**src/rtl/pipe_hazard_ctrl.sv**
```systemverilog
// Pipeline hazard controller: turns per-stage stall/flush requests into
// per-stage stall and flush enables. A flush younger than an active stall is
// parked as a pending flush and fires once the stall no longer blocks it.
// Dropped stall requests may be stretched by MIN_HOLD cycles. Saturating
// activity counters and a sticky stall-timeout flag are kept alongside.
module pipe_hazard_ctrl #(
   parameter int NUM_STAGES = 6,
   parameter int MIN_HOLD   = 0,
   parameter int CNT_W      = 32,
   parameter int TIMEOUT    = 1024
) (
   input  logic                  clk_in,
   input  logic                  rst_in,
   input  logic                  clr_in,
   input  logic [NUM_STAGES-1:0] stall_req_in,
   input  logic [NUM_STAGES-1:0] flush_req_in,
   output logic [NUM_STAGES-1:0] stall_out,
   output logic [NUM_STAGES-1:0] flush_out,
   output logic [CNT_W-1:0]      stall_cycles_out,
   output logic [CNT_W-1:0]      flush_count_out,
   output logic                  stall_timeout_out
);

   localparam int HOLD_W = (MIN_HOLD > 0) ? $clog2(MIN_HOLD + 1) : 1;

   typedef enum logic [1:0] {RUN, HOLD, PEND} state_t;

   state_t                state;
   // Indices are carried as prefix masks: mask(n) has bits 0..n set, so
   // "max of two indices" is an OR and "k > j" is a bit above mask(j).
   logic [NUM_STAGES-1:0] pendMask;
   logic [NUM_STAGES-1:0] holdMask;
   logic [HOLD_W-1:0]     holdCnt;
   logic [NUM_STAGES-1:0] rawMask;
   logic [NUM_STAGES-1:0] reqFlushMask;
   logic [NUM_STAGES-1:0] flushMask;
   logic [NUM_STAGES-1:0] stallComb;
   logic [NUM_STAGES-1:0] flushComb;
   logic                  stallHit;
   logic                  flushHit;
   logic                  holdActive;
   logic                  blockFlush;
   logic                  doFlush;
   logic                  stallNz;
   logic                  flushNz;
   logic [CNT_W-1:0]      stallCnt;
   logic [CNT_W-1:0]      flushCnt;

   // Request decode and priority resolution (zero-cycle path to outputs)
   always_comb begin
      logic accS;
      logic accF;
      accS         = 1'b0;
      accF         = 1'b0;
      rawMask      = '0;
      reqFlushMask = '0;
      for (int i = NUM_STAGES - 1; i >= 0; i--) begin
         accS            = accS | stall_req_in[i];
         accF            = accF | flush_req_in[i];
         rawMask[i]      = accS;
         reqFlushMask[i] = accF;
      end
      // PC (bit 0) never issues a redirect
      reqFlushMask[0] = 1'b0;
      flushMask  = reqFlushMask | pendMask;
      stallHit   = rawMask[0];
      flushHit   = |flushMask;
      holdActive = (holdCnt != '0);
      // Stall from a stage older than the flush point wins; flush waits
      blockFlush = flushHit && (|(rawMask & ~(flushMask | NUM_STAGES'(1))));
      doFlush    = flushHit && !blockFlush;
      stallComb  = '0;
      flushComb  = '0;
      if (blockFlush)
         stallComb = rawMask;
      else if (doFlush)
         flushComb = flushMask;
      else
         stallComb = rawMask | (holdActive ? holdMask : '0);
      stallNz = |stallComb;
      flushNz = |flushComb;
   end

   assign stall_out        = rst_in ? stallComb : '0;
   assign flush_out        = rst_in ? flushComb : '0;
   assign stall_cycles_out = stallCnt;
   assign flush_count_out  = flushCnt;

   // FSM with pending-flush and hold-mask bookkeeping
   always_ff @(posedge clk_in or negedge rst_in) begin
      if (!rst_in) begin
         state    <= RUN;
         pendMask <= '0;
         holdMask <= '0;
         holdCnt  <= '0;
      end else if (doFlush) begin
         state    <= RUN;
         pendMask <= '0;
         holdMask <= '0;
         holdCnt  <= '0;
      end else begin
         if (blockFlush)
            pendMask <= flushMask;
         if (stallHit) begin
            holdMask <= (holdActive ? holdMask : '0) | rawMask;
            holdCnt  <= HOLD_W'(MIN_HOLD);
         end else if (holdActive) begin
            holdCnt  <= holdCnt - HOLD_W'(1);
         end
         if (blockFlush || state == PEND)
            state <= PEND;
         else if (stallHit ? (MIN_HOLD > 0) : (holdCnt > HOLD_W'(1)))
            state <= HOLD;
         else
            state <= RUN;
      end
   end

   // Saturating activity counters, clear beats increment
   always_ff @(posedge clk_in or negedge rst_in) begin
      if (!rst_in) begin
         stallCnt <= '0;
         flushCnt <= '0;
      end else if (clr_in) begin
         stallCnt <= '0;
         flushCnt <= '0;
      end else begin
         if (stallNz && stallCnt != '1)
            stallCnt <= stallCnt + CNT_W'(1);
         if (flushNz && flushCnt != '1)
            flushCnt <= flushCnt + CNT_W'(1);
      end
   end

   generate
      if (TIMEOUT > 0) begin : gTimeout
         localparam int TO_W = $clog2(TIMEOUT + 1);
         logic [TO_W-1:0] consec;
         logic            flag;

         // Consecutive-stall run length and sticky timeout flag
         always_ff @(posedge clk_in or negedge rst_in) begin
            if (!rst_in) begin
               consec <= '0;
               flag   <= 1'b0;
            end else if (clr_in) begin
               consec <= '0;
               flag   <= 1'b0;
            end else if (stallNz) begin
               if (consec != TO_W'(TIMEOUT))
                  consec <= consec + TO_W'(1);
               if (consec == TO_W'(TIMEOUT - 1))
                  flag <= 1'b1;
            end else begin
               consec <= '0;
            end
         end

         assign stall_timeout_out = flag;
      end else begin : gNoTimeout
         assign stall_timeout_out = 1'b0;
      end
   endgenerate

endmodule

```
**config.mk**
```make
export PLATFORM = sky130hd
export DESIGN_NAME = pipe_hazard_ctrl
export DESIGN_NICKNAME = d
export VERILOG_FILES = /design/src/rtl/pipe_hazard_ctrl.sv
export SDC_FILE = /design/constraint.sdc
export NUM_CORES = 1
export LEC_CHECK = 0
export ABC_AREA = 1
export CAP_MARGIN = 20
export CORE_ASPECT_RATIO = 1.4
export CORE_MARGIN = 3
export CORE_UTILIZATION = 45
export DETAILED_ROUTE_END_ITERATION = 16
export DONT_BUFFER_PORTS = 1
export SYNTH_ARGS = -nofsm -noshare
export SYNTH_HDL_FRONTEND = slang
export SYNTH_SLANG_ARGS = --single-unit
```
**constraint.sdc**
```tcl
create_clock -name clk_in -period 2.4 [get_ports clk_in]
set_input_delay 0.48 -clock clk_in [delete_from_list [all_inputs] [get_ports clk_in]]
set_output_delay 0.48 -clock clk_in [all_outputs]
set_load 0.02 [all_outputs]
```
==> Yosys cells after proc, flatten, opt, wreduce, memory -nomap -nowiden <==
Cells that the tools add are included.
{ "totals": {"output_inout_bits": 77, "latchBits": 0, "word_cells": 69, "register_bits": 89, "in_bits": 15, "mem_bits_rw": 0, "mem_count": 0, "romBits": 0} }
{ "op_classes": {"addsub": 4, "magnitude_cmp": 0, "n_shift": 0, "n_reduce_logical": 16, "n_bitwise": 13, "n_eq_ne": 5, "n_mul": 0, "div_mod_pow": 0, "mux": 24} }
{ "ops": {"columns": ["cell", "count"], "rows": [
  ["32-bit two-way mux", 4],
  ["6-bit two-way mux", 11],
  ["32-bit by 1-bit adder with 32-bit output, second input constant", 2],
  ["32-bit != test, second input constant", 2],
  ["11-bit two-way mux", 3],
  ["6-bit OR reduction", 4],
  ["6-bit bitwise OR", 2],
  ["2-bit nonzero test", 6],
  ["11-bit by 1-bit adder with 11-bit output, second input constant", 1],
  ["11-bit by 10-bit == test with 1-bit output, second input constant", 1],
  ["11-bit != test, second input constant", 1],
  ["1-bit bitwise OR", 9],
  ["6-bit AND", 1],
  ["1-bit two-way mux", 6],
  ["6-bit NOT", 1],
  ["1-bit logical AND", 4],
  ["3-bit by 2-bit != test with 1-bit output, second input constant", 1],
  ["2-bit AND reduction", 1],
  ["1-bit logical NOT", 1],
  ["1-bit subtractor, second input constant", 1]
]} }

==> Depth between registers and ports, before layout <==
Gate-level depths: netlist of run 1.
{ "depth": {"word_depth": 17, "depth_mapped": 12, "mapped_depth_nobuf": 11} }

==> Worst setup path after synthesis of run 1 <==
OpenSTA, ideal clock, no wires.
{ "synth_timing": {"path_kind": "input-to-output", "from": "input port stall_req_in[4]", "to": "output port flush_out[1]", "setup_slack_ns": 0.322, "t_arrival_ns": 1.598, "required_time_ns": 1.920, "n_path_buf": 0, "path_stages": 9, "cell_sequence": "nor2_2 nand2_2 nor2_4 nor2_1 nor2_4 nand3_2 inv_1 nand2_1 nor2_1"} }
{ "synth_via": {"elab_chain_cells": 13} }
{ "synth_rtl": {"columns": ["item", "line", "rtl"], "rows": [
  ["start: declaration", "15", "input logic [NUM_STAGES-1:0] stall_req_in,"],
  ["1-bit bitwise OR *", "58", "accS = accS | stall_req_in[i];"],
  ["1-bit bitwise OR (4 in series)", "58", null],
  ["6-bit AND *", "70", "blockFlush = flushHit && (|(rawMask & ~(flushMask | NUM_STAGES'(1))));"],
  ["6-bit OR reduction *", "70", null],
  ["1-bit logical AND *", "70", null],
  ["1-bit logical NOT", "71", "doFlush = flushHit && !blockFlush;"],
  ["1-bit logical AND", "71", null],
  ["6-bit two-way mux", "76", "else if (doFlush)"],
  ["6-bit two-way mux *", "74", "if (blockFlush)"],
  ["6-bit two-way mux *", "85", "assign flush_out = rst_in ? flushComb : '0;"],
  ["end: declaration", "18", "output logic [NUM_STAGES-1:0] flush_out,"]
]} }
Mark *: on every way between the ends. The rest lies on a longest branch, timed or not.

==> Worst setup path after layout of run 1 <==
{ "layout_timing": {"from": "register pendMask[1]", "to": "output port stall_out[2]"} }
{ "layout_via": {"elab_chain_cells": 10, "word_cells_on_any_way": 11, "classes_between": "mux: 3; bitwise: 3; reduce/logical: 5"} }
{ "layout_rtl": {"columns": ["item", "line", "rtl"], "rows": [
  ["start: declaration", "31", "logic [NUM_STAGES-1:0] pendMask;"],
  ["start signal: assignment", "103", "pendMask <= flushMask;"],
  ["6-bit bitwise OR *", "65", "flushMask = reqFlushMask | pendMask;"],
  ["6-bit NOT", "70", null],
  ["6-bit AND", "70", null],
  ["6-bit OR reduction", "70", null],
  ["1-bit logical AND", "70", null],
  ["1-bit logical NOT", "71", null],
  ["1-bit logical AND", "71", null],
  ["6-bit two-way mux", "76", null],
  ["6-bit two-way mux *", "74", null],
  ["6-bit two-way mux *", "84", "assign stall_out = rst_in ? stallComb : '0;"],
  ["end: declaration", "17", "output logic [NUM_STAGES-1:0] stall_out,"]
]} }
Marks and branches as above.

==> results of run 1 <==
## critical path: stages, from the launching register on
cell     delay (ns)
dfrtp_1        0.36
inv_1          0.05
nand2_1        0.07
nor3_1         0.15
nand3_1        0.22
nand3_4        0.16
nand2_1        0.13
nor2_1         0.34
## path summary, 6_finish.rpt
kind	from	to	slack, ns	cells after the start
setup / recovery	pendMask[1]$_DFFE_PN0P_	stall_out[2]	0.10	7
hold / removal	rst_in	gTimeout.consec[5]$_DFFE_PN0P_	0.03	1
setup reg to reg	flush_count_out[4]$_DFFE_PN0P_	flush_count_out[31]$_DFFE_PN0P_	0.26	9
hold reg to reg	gTimeout.consec[7]$_DFFE_PN0P_	gTimeout.consec[7]$_DFFE_PN0P_	0.57	2
max in group asynchronous	rst_in	stall_cycles_out[31]$_DFFE_PN0P_	2.04	1
min in group clk_in	clr_in	flush_count_out[2]$_DFFE_PN0P_	0.30	3
## through the flow
stage | setup WS [ns] | total power, uW | hold slack (ns)
floorplan | 0.322 | 1730 | 0.184
global placement | 0.256 | 1810 | 0.187
detailed placement | 0.194 | 1820 | 0.187
CTS | 0.0511 | 3400 | 0.0577
global route | -0.00602 | 3490 | 0.0548
finish | 0.102 | 3370 | 0.0334
## cells by family (layout without fill, tap and decap cells)
| family | after synthesis | after routing |
|---|---|---|
| adders and majority gates | 4 | 4 |
| muxes | 1 | 1 |
| buffers and inverters | 110 | 157 |
| xor gates and xnor gates | 36 | 36 |
| AOI/OAI and AO/OA | 9 | 9 |
| DFF | 81 | 81 |
| other | 1 | 1 |
| and+or+nand+nor | 655 | 655 |
## final cells by class
class	instances	area [um2]	share of cell area, %
timing repair buffer	58	468	7.11
clock inverter	5	85.1	1.29
inverter	83	312	4.74
tap	150	188	2.85
multi-input combinational	706	3260	49.5
clock buffer	11	243	3.69
sequential	81	2030	30.8
## metal layers
layer,track usage (%),vias up
met1,26.9,2643
met5,0,-
met4,9.80,0
li1,-,2884
met3,5.67,34
met2,44.9,160
## timing repair
action	in CTS	in global routing
gates resized for setup	0	4
setup endpoints to repair	0	10
hold buffers	1	0
hold endpoints to repair	81	0
## sequential cells by signal, summed over array words and instances (netlist names)
signal / count
pendMask: 5
flush_count_out: 32
gTimeout.consec: 11
stall_cycles_out: 32
stall_timeout_out: 1
## placed cells by master, fill, tap and decap left out, drive strengths merged
cell and instances:
nor3 32, mux2i 1, nand2 326, xor2 23
dfrtp 81, inv 85, nand3 105, xnor2 13
conb 1, bufinv 2, o21ai 4, a21oi 5
buf 58, clkinvlp 1, nand4 16, or2 1
nor3b 2, nor4 1, nor2 172, ha 4
clkbuf 11
## where the power goes
part	switching (uW)	leakage [uW]	internal (uW)
combinational	293	0.00183	116
clock	595	0.000157	949
sequential	25.2	0.00112	1390
==> out/qor.yml, run 1 <==
finalInstanceArea_um2: 6580
synth_compound_area_share_pct: 0.784
skew_ns: 0.00567
synth.yosys.warnings: 0
postRouteAntennaNets: 0
fin_cells: 1094
insertion_delay_ns: 0.34
drive_gt1_share_pct: 11.5
p_per_area_nw_per_um2: 513
antenna_found_initial: 0
leakagePower_uw: 0.00311
worstPathRequired_ns: 1.92
grt_max_degree: 82
hold_viol_final: 0
fin_crit_ns: 2.30
die_w_um: 101
synthCells: 897
routed.top_layer: "met4"
area_delta_synth_final_pct: 14.5
synth.top_cells.by_count: "nand2_1 (318), nor2_1 (161), nand3_1 (101)"
synth.distinct_cells: 29
clock_sink_count: 81
viasPerCell: 5.23
cts_buffers: 9
grt_pass1_wl_mm: 28.1
dr_wl_met3_um: 956
rows: 48
final_net_count: 958
ys_ff_latch: 81
hpwl_mm: 12.5
io_pins: 92
fillers: 1303
diodes: 0
gp_congestion: 0.966
drt_iter0_markers: 213
synth_mux_area_share_pct: 0.174
synth_area_um2: 5740
synth_top_area_share_pct: 35.3
period_share_pct: 95.7
drv_slew: 0
root_buffer: "clkbuf_16"
port_buffers: 0
dp.cells: 1077
ys.flop_type: "dfrtp_1"
clockBufferDepth: 2
critPathCaptureType: "primary output"
post_cts_buffers: 0
cts_tree: "yes"
h-tree-depth: 3
post_drt_wl_per_cell_um: 15.3
yosys.area_share.simple_pct: 49.0
syn-mean-instance-area_um2: 6.40
first_global_vias: 5651
fin_util_pct: 52.9
synth_top_family_by_area: "simple AND/OR/NAND/NOR gates"
worstSetupPathType: "register to primary output"
synth_edf_count: 0
synth_fa_ha_area_share_pct: 0.871
setup-tns-final_ns: 0
die_height_um: 140
synth_xor_area_share_pct: 5.49
synth.largest_area_cell: "dfrtp_1"
tightestPinTransition_ns: 0.633
critPathArrivalTime_ns: 1.82
via_count: 5721
hold_class: "input pin to async pin"
route.met2.wl_mm: 9.01
start_util_pct: 46.2
firstDrtPassIters: 7
ys_async_sr_fraction_pct: 100
track_usage_pct: 24.7
startpoint_type: "register"
relSlewSlack_pct: 57.5
die_area_um2: 14200
fmax_mhz: 435
core_area_um2: 12400
yosysMostFrequentCell: "nand2_1"
path_clk_slew_ns: 0.06
drc: 0
synthTopCellsByArea: "dfrtp_1 (35%), nand2_1 (21%), nor2_1 (11%), nand3_1 (8.8%), inv_1 (5.0%)"
syn_nets: 916
overflow: 0
met1_length_mm: 6.28
drt-total-wl_mm: 16.8
setup_viol: 0
crit_fanout: 4
grt_setup_unrepaired: "true"
ir_drop_mv: 0.297
drv_cap: 0
place_area_um2: 6210
synth-seq-area-share_pct: 35.3
status: "finished, final reports clean"
Note: power is estimated with default switching activity, not from simulation.
==> run 2: changes to the inputs <==
Settings changed: CELL_PAD_IN_SITES_DETAIL_PLACEMENT set to 0, CELL_PAD_IN_SITES_GLOBAL_PLACEMENT set to 1, PLACE_DENSITY_LB_ADDON set to 0.1.
==> run 2 against run 1 <==
Net effect: non-clock buffer count rose by 5; critical path type unchanged; critical endpoint is now flush_out[2]; combinational power rose by 2%; die area did not move.
==> out/qor.yml, run 2 (synthesis results as in run 1) <==
hold_viol_final: 0
drv_slew: 0
drc: 0
core_area_um2: 12400
skew_ns: 0.0125
post_drt_wl_per_cell_um: 16.0
clock_sink_count: 81
firstDrtPassIters: 4
leakagePower_uw: 0.00312
insertion_delay_ns: 0.35
max_stage_delay_ns: 0.37
hold_class: "input pin to async pin"
crit_fanout: 5
viasPerCell: 5.24
cp_num_cells: 11
final_cell_mix: "nand2_1 (316), nor2_1 (155), nand3_1 (101), dfrtp_1 (81), inv_1 (76)"
first_global_vias: 5744
hpwl_mm: 13.1
slowest_stage: "dfrtp_1"
rows: 48
p_per_area_nw_per_um2: 491
fin_util_pct: 52.9
via_count: 5757
path_clk_slew_ns: 0.07
gp_congestion: 0.928
status: "finished, final reports clean"
critical-path-top-delay-family: "simple AND/OR/NAND/NOR gates"
die_height_um: 140
area_delta_synth_final_pct: 14.6
grt_pass1_wl_mm: 28.6
cts_tree: "yes"
tightestPinTransition_ns: 0.658
postRouteAntennaNets: 0
drt-total-wl_mm: 17.6
setup_viol: 0
io_pins: 92
cp-endpoint: "flush_out[2]"
drt_iter0_markers: 168
drive_gt1_share_pct: 12.8
worstPathRequired_ns: 1.92
grt_max_degree: 82
cp-startpoint: "pendMask[5]$_DFFE_PN0P_"
die_area_um2: 14200
final_common_cell: "nand2_1"
h-tree-depth: 3
final_net_count: 963
period_share_pct: 94.9
antenna_found_initial: 0
port_buffers: 0
cts_buffers: 9
track_usage_pct: 25.5
grt_setup_unrepaired: "true"
relSlewSlack_pct: 55.8
startpoint_type: "register"
drv_cap: 0
regToRegStartpoint: "flush_count_out[10]$_DFFE_PN0P_"
fmax_mhz: 439
start_util_pct: 46.2
overflow: 0
fin_crit_ns: 2.28
fillers: 1307
reg2reg_depth: 9
critPathArrivalTime_ns: 1.80
setup-tns-final_ns: 0
clockBufferDepth: 2
reg2reg_slack_ns: 0.22
regToRegEndpoint: "flush_count_out[29]$_DFFE_PN0P_"
cp_common_cell: "nand2_1"
root_buffer: "clkbuf_16"
worstSetupPathType: "register to primary output"
critPathCaptureType: "primary output"
ir_drop_mv: 0.272
die_w_um: 101
diodes: 0
critPathBufInv: 2
path_cells: "nor2_2 > nand2_1 > nand2_1 > nand2_1 > nand2_1 > nor2_4 > nand3_4 > inv_1 > nand2_2 > nor2_1 > buf_4"
run 2: stage by stage:
| step | cell area (um2) | hold slack [ns] | cells | setup WS [ns] | power [uW] |
|---|---|---|---|---|---|
| after detailed placement | 6220 | 0.187 | 1081 | 0.181 | 1820 |
| final | 6580 | 0.0312 | 1099 | 0.123 | 3230 |
| after global placement | 6220 | 0.187 | 1081 | 0.221 | 1810 |
| after floorplan | 5740 | 0.184 | 897 | 0.322 | 1730 |
| after global routing | 6580 | 0.0577 | 1099 | -0.0160 | 3380 |
| after CTS | 6550 | 0.0562 | 1098 | 0.0501 | 3260 |
run 2: how the worst min path moves through the flow:
stage / start / endpoint / slack (ns) / depth (start not counted)
2_1_floorplan: rst_in / flush_count_out[0]$_DFFE_PN0P_ / 0.18 / 0
3_3_place_gp: rst_in / gTimeout.consec[0]$_DFFE_PN0P_ / 0.19 / 0
3_5_place_dp: rst_in / gTimeout.consec[0]$_DFFE_PN0P_ / 0.19 / 0
4_1_cts: rst_in / gTimeout.consec[1]$_DFFE_PN0P_ / 0.06 / 1
5_1_grt: rst_in / gTimeout.consec[10]$_DFFE_PN0P_ / 0.06 / 1
6_report: rst_in / gTimeout.consec[1]$_DFFE_PN0P_ / 0.03 / 1
run 2: final cells by class:
cell class | count | area, um2 | area share, %
multi-input cells | 706 | 3270 | 49.6
flip-flops and latches | 81 | 2030 | 30.8
repair buffers | 63 | 493 | 7.49
inverters | 83 | 312 | 4.73
clock buffers | 10 | 239 | 3.63
well taps | 150 | 188 | 2.85
clock inverters | 6 | 57.6 | 0.874
run 2: worst register-to-register path, stage by stage (launching register included):
cell and delay [ns]:
dfrtp_1 0.50, nand2_1 0.19, nor2_1 0.07, nand2_1 0.15, nor2_4 0.05, nand2_2 0.16, nand4_4 0.37, nand2_4 0.44
nand2_1 0.11, nand2_1 0.07
run 2: power breakdown:
part	total (uW)	internal, uW	switching, uW
sequential	1410	1390	21.7
clock	1400	756	643
combinational	417	114	303
run 2: repair_timing:
action                                 4_1_cts  5_1_grt
hold buffers                                 1        0
cloned                                       0        0
buffers inserted                             0        1
endpoints found under the hold margin       81        0
gates resized for setup                      1        8
pin swaps                                    0        2
setup endpoints to repair                    1       10
run 2: per-layer routing:
metal  track usage [%]  wire [um]  part of all wire [%]  vias up
li1                  -          -                     -     2894
met1              27.5       6620                    38     2683
met2              46.4       9340                    53      138
met3              5.47        929                   5.3       42
met4              11.3        696                   4.0        0
met5                 0          0                     0        -
==> run 3: changes to the inputs <==
Settings changed: SLEW_MARGIN set to 15, TNS_END_PERCENT set to 100.
==> results of run 3 <==
Final layout, timing and power as in run 2 (identical DEF).
